`config.mk`:
```
export PLATFORM = sky130hd
export DESIGN_NAME = draw_sprite
export DESIGN_NICKNAME = d
export VERILOG_FILES = /design/src/rtl/draw_sprite.sv
export SDC_FILE = /design/constraint.sdc
export NUM_CORES = 1
export LEC_CHECK = 0
export BUFFER_PORTS_ARGS = -buffer_cell sky130_fd_sc_hd__buf_2
export CORE_MARGIN = 2
export CORE_UTILIZATION = 30
export CTS_BUF_LIST = sky130_fd_sc_hd__clkbuf_4 sky130_fd_sc_hd__clkbuf_8
export CTS_CLUSTER_DIAMETER = 40
export DETAILED_ROUTE_END_ITERATION = 10
export PLACE_DENSITY = 0.55
export SYNTH_ARGS = -nofsm -noshare
export SYNTH_HDL_FRONTEND = slang
export SYNTH_SLANG_ARGS = --single-unit
```
`constraint.sdc`:
```
create_clock -name clk -period 4.95 [get_ports clk]
set_input_delay 0.495 -clock clk [delete_from_list [all_inputs] [get_ports clk]]
set_output_delay 0.495 -clock clk [all_outputs]
set_load 0.005 [all_outputs]
```
`src/rtl/draw_sprite.sv`:
```
// Sprite overlay stage: takes the VGA timing/background stream and overlays a
// fixed-size sprite from a synchronous pixel ROM, emitting the stream 2 cycles later.
module draw_sprite #(
  parameter int          SPR_W       = 48,
  parameter int          SPR_H       = 64,
  parameter int          ADDR_W      = 12,
  parameter logic [11:0] TRANSPARENT = 12'hF0F
) (
  input  logic              clk,
  input  logic              rst,

  input  logic [10:0]       vga_in_hcount,
  input  logic [10:0]       vga_in_vcount,
  input  logic              vga_in_hsync,
  input  logic              vga_in_vsync,
  input  logic              vga_in_hblnk,
  input  logic              vga_in_vblnk,
  input  logic [11:0]       vga_in_rgb,

  output logic [10:0]       vga_out_hcount,
  output logic [10:0]       vga_out_vcount,
  output logic              vga_out_hsync,
  output logic              vga_out_vsync,
  output logic              vga_out_hblnk,
  output logic              vga_out_vblnk,
  output logic [11:0]       vga_out_rgb,

  input  logic [10:0]       xpos,
  input  logic [10:0]       ypos,
  input  logic              en,

  output logic [ADDR_W-1:0] rom_addr,
  input  logic [11:0]       rom_data
);

  typedef struct packed {
    logic [10:0] hcount;
    logic [10:0] vcount;
    logic        hsync;
    logic        vsync;
    logic        hblnk;
    logic        vblnk;
    logic [11:0] rgb;
  } vga_t;

  vga_t        in_stream;
  vga_t        s1;
  vga_t        s2;
  logic        s1_in_box;
  logic        s2_in_box;

  logic        vblnk_d;
  logic        frame_start;
  logic [10:0] x_l;
  logic [10:0] y_l;
  logic        en_l;

  logic [11:0] x_end;
  logic [11:0] y_end;
  logic [10:0] dx;
  logic [10:0] dy;
  logic        in_box;
  logic [ADDR_W-1:0] addr_next;

  assign in_stream = '{hcount: vga_in_hcount, vcount: vga_in_vcount,
                       hsync:  vga_in_hsync,  vsync:  vga_in_vsync,
                       hblnk:  vga_in_hblnk,  vblnk:  vga_in_vblnk,
                       rgb:    vga_in_rgb};

  // Position/enable are sampled only at the start of vertical blanking so a
  // sprite never tears across a frame.
  assign frame_start = vga_in_vblnk && !vblnk_d;

  // 12-bit right/bottom edges so a sprite near coordinate 2047 cannot wrap.
  assign x_end = {1'b0, x_l} + 12'(SPR_W);
  assign y_end = {1'b0, y_l} + 12'(SPR_H);
  assign dx    = vga_in_hcount - x_l;
  assign dy    = vga_in_vcount - y_l;

  assign in_box = en_l && !vga_in_hblnk && !vga_in_vblnk &&
                  (vga_in_hcount >= x_l) && ({1'b0, vga_in_hcount} < x_end) &&
                  (vga_in_vcount >= y_l) && ({1'b0, vga_in_vcount} < y_end);

  assign addr_next = ADDR_W'(32'(dy) * 32'(SPR_W) + 32'(dx));

  // NOTE: non-blocking assignments make every register here read pre-edge
  // values, so a pixel evaluated on the vblnk edge still uses the old x_l/y_l.
  always_ff @(posedge clk) begin
    if (rst) begin
      vblnk_d <= 1'b0;
      x_l     <= '0;
      y_l     <= '0;
      en_l    <= 1'b0;
    end else begin
      vblnk_d <= vga_in_vblnk;
      if (frame_start) begin
        x_l  <= xpos;
        y_l  <= ypos;
        en_l <= en;
      end
    end
  end

  // Stage 1 issues the ROM read; stage 2 lines the stream up with rom_data.
  always_ff @(posedge clk) begin
    if (rst) begin
      s1        <= '0;
      s1_in_box <= 1'b0;
      rom_addr  <= '0;
      s2        <= '0;
      s2_in_box <= 1'b0;
    end else begin
      s1        <= in_stream;
      s1_in_box <= in_box;
      if (in_box) begin
        rom_addr <= addr_next;
      end
      s2        <= s1;
      s2_in_box <= s1_in_box;
    end
  end

  assign vga_out_hcount = s2.hcount;
  assign vga_out_vcount = s2.vcount;
  assign vga_out_hsync  = s2.hsync;
  assign vga_out_vsync  = s2.vsync;
  assign vga_out_hblnk  = s2.hblnk;
  assign vga_out_vblnk  = s2.vblnk;

  // rom_data only becomes valid in the output cycle, so the colour select
  // sits after the stage-2 registers.
  // NOTE: the default assignment first keeps this block free of inferred latches.
  always_comb begin
    vga_out_rgb = s2.rgb;
    if (s2_in_box && (rom_data != TRANSPARENT)) begin
      vga_out_rgb = rom_data;
    end
  end

endmodule
```
==> results.sh <==
export IMPL_rows=50
export IMPL_grt_pass1_vias=4153
export IMPL_ys_warn_count=0
export IMPL_dp_final_hpwl_mm=10.0
export IMPL_postSynth_asyncResetShare=0
export IMPL_routedWlPerCell_um=13.5
export IMPL_die_height_um=143
export IMPL_totalNegativeSetupSlack_ps=0
export IMPL_leakage_nw=2.94
export IMPL_num_io_pins=125
export IMPL_ff2ff_setup_slack_ps=790
export IMPL_wirelength_mm=13.6
export IMPL_largest_net_degree_at_the_start_of_global_routing=64
export IMPL_timing_final_max_slew_violations=0
export IMPL_layout_nets=860
export IMPL_synth_most_common_cell="dfxtp_1"
export IMPL_global_route_usage_total=0.133
export IMPL_die_area_um2=20600
export IMPL_global_route_overflow_total=0
export IMPL_max_cap_violations=0
export IMPL_finClkSkew_ps=7.73
export IMPL_finalHoldViolCount=0
export IMPL_routabilityCongestion=0.826
export IMPL_number_of_violations_reported_at_the_end_of_detailed_routing_iteration_0=285
export IMPL_drive_above_1_share=0.247
export IMPL_syn_to_final_growth_pct=18.2
export IMPL_yosys_cell_types_count=71
export IMPL_end_kind="flop"
export IMPL_hold_crit_depth=2
export IMPL_vias=4504
export IMPL_synth_commonest_cells="dfxtp_1 (113), nor2b_1 (82), nand2_1 (63)"
export IMPL_tritoncts="done"
export IMPL_crit_reg2reg_launch="y_l[1]"
export IMPL_antenna_diode_count=0
export IMPL_drc_markers=0
export IMPL_startpoint_type="flop"
export IMPL_nets_in_the_synthesized_netlist=764
export IMPL_fmax_mhz=240
export IMPL_rsz_0062_raised_after_global_routing="no"
export IMPL_critPathMaxFanout=5
export IMPL_cts_max_level=4
export IMPL_core_um2=18900
export IMPL_initial_antenna_violation_count=0
export IMPL_worst_hold_path_endpoint="s1[4]"
export IMPL_die_x_um=143
export IMPL_grt_pass1_wl_mm=21.1
export IMPL_holdCritStartpoint="vga_in_rgb[4]"
export IMPL_crit_path_class="reg -> reg"
export IMPL_max_slew_margin=0.274
export IMPL_synth_area_leader_cell="dfxtp_1"
export IMPL_postCtsHoldBufs=0
export IMPL_clk_pin_slew_ps=80
export IMPL_worst_hold_path_type="in -> reg"
export IMPL_syn_instance_count=637
export IMPL_postSynthRegisterBits=113
export IMPL_dp_cells=974
export IMPL_port_buffers=124
export IMPL_power_density_nw_per_um2=361
export IMPL_finalWorstPathRequiredPeriod_ps=4160
export IMPL_drt_antenna_violating_nets=0
export IMPL_final_instance_count_excl_fill=1006
export IMPL_final_setup_viol_count=0
export IMPL_cts_root_to_sink_buffers=2
export IMPL_mappedNetlistArea_um2=5830
export IMPL_netlist_top_cells_area="dfxtp_1 (39%), ha_1 (10%), nor2b_1 (8.8%)"
export IMPL_drt_first_pass_iters=4
export IMPL_cts_sinks=113
export IMPL_status="complete, no violations"
export IMPL_tightestPinTransition_ps=1080
export IMPL_critical_path_required_ps=5300
export IMPL_sequential_area_share_after_synthesis=0.388
export IMPL_ctsResizeCount=0
export IMPL_synth_edff_count=0
export IMPL_total_power_mw=2.49
export IMPL_clock_latency_ps=430
export IMPL_reg2regPathDepth=16
export IMPL_floorplan_initialDensity=0.308
export IMPL_vias_per_cell=4.48
export IMPL_synth_top_cell_area_share=0.388
export IMPL_fin_crit_sh=0.840
export IMPL_worst_ep_arrival_time_ps=4510
export IMPL_synthesis_area_per_instance_um2=9.15
export IMPL_crit_reg2reg_capture="rom_addr[11]"
export IMPL_cts_setup_buffers=0
export IMPL_max_vdd_ir_drop_mv=0.149
export IMPL_ctsRootBufferMaster="clkbuf_8"
export IMPL_prevailing_post_synth_register_cell="dfxtp_1"
export IMPL_cts_made_buffers=17
## registers in the layout, summed over array words and instances (netlist names)
| name | flops |
|---|---|
| vga_out_hcount | 11 |
| vga_out_vcount | 11 |
| vga_out_hblnk | 1 |
| en_l | 1 |
| x_l | 11 |
| s2 | 12 |
| vga_out_hsync | 1 |
| vga_out_vsync | 1 |
| s2_in_box | 1 |
| s1 | 38 |
| vga_out_vblnk | 1 |
| y_l | 11 |
| rom_addr | 12 |
| s1_in_box | 1 |
## critical path: stages (launching register included)
cell,delay (ps)
dfxtp_1,330
inv_1,70
ha_1,290
nor2b_1,280
o21ai_2,110
xnor2_1,410
ha_1,350
a21oi_1,250
xor2_1,200
xnor2_1,140
ha_1,280
nor2b_1,140
a311oi_1,380
a21oi_1,120
xnor3_1,390
xnor2_1,130
a211oi_1,220
## how the worst max path moves through the flow
stage                     startpoint      endpoint  slack [ps]  cells after the start
floorplan           vga_in_vcount[0]  rom_addr[11]         890                     17
global placement    vga_in_vcount[0]  rom_addr[11]         560                     18
detailed placement  vga_in_vcount[0]  rom_addr[11]         500                     18
CTS                           y_l[1]  rom_addr[11]         790                     16
global route                  y_l[1]  rom_addr[11]         440                     16
finish                        y_l[1]  rom_addr[11]         790                     16
## layout make-up
type	instances	area [um^2]
Fill cell	2010	12000
Multi-Input combinational cell	436	3140
Sequential cell	113	2260
Timing Repair Buffer	126	638
Tap cell	260	325
Clock buffer	18	248
Inverter	39	146
Clock inverter	14	130
## cells in the final DEF, fill, tap and decap left out, types with 3 or more instances in the layout
cell type   Yosys  final
o21ai_0        12     12
a31oi_1         9      9
inv_1          38     38
a21o_1          8      8
a21oi_1        43     43
nor4b_1         3      3
clkinvlp_4      0      5
mux2_2          9      9
a21boi_0        3      3
inv_6           0      4
nand3_1         9      9
nor3b_1         3      3
buf_2           2    123
ha_1           48     48
a211oi_1        7      7
fa_1            4      4
o31ai_1        11      9
clkbuf_8        0     18
xnor2_1        18     18
xor2_1          7      7
nor3_1          7      7
nor2_1         21     21
o31a_1          3      3
nor2b_1        82     82
buf_4          23      3
o21a_1          5      5
o31ai_2         1      3
dfxtp_1       113    113
nand2_1        63     63
nand4_1        11     11
## kinds of logic (layout without fill, tap and decap cells)
logic type / count (synthesis) / count (layout) / share of synthesized area
and+or+nand+nor: 217 / 217 / 0.204
xor gates and xnor gates: 27 / 27 / 0.0442
muxes: 9 / 9 / 0.0174
DFF: 113 / 113 / 0.388
AOI/OAI and AO/OA: 130 / 130 / 0.153
buffers and inverters: 88 / 197 / 0.0747
adders and majority gates: 53 / 53 / 0.119
## power breakdown
group	internal [mW]	switching [mW]
clock	0.414	0.420
combinational	0.327	0.363
sequential	0.948	0.0150
total	1.69	0.798
## layer usage
metal | global-route usage | wire (um) | vias up
met2 | 0.209 | 6130 | 94
met1 | 0.176 | 6690 | 2023
li1 | - | - | 2372
met5 | 0 | 0 | -
met3 | 0.0323 | 538 | 15
met4 | 0.0526 | 229 | 0
## stage by stage
| stage | util | setup WS, ps | area [um^2] | hold slack [ps] |
|---|---|---|---|---|
| after floorplan | - | 893 | 5830 | 414 |
| after CTS | 0.365 | 787 | 6890 | 227 |
| after global placement | 0.345 | 561 | 6510 | 416 |
| after detailed placement | 0.345 | 498 | 6510 | 420 |
| final | 0.365 | 790 | 6890 | 265 |
| after global routing | 0.365 | 436 | 6890 | 235 |
No activity file was read; power rests on OpenSTA's default activity.
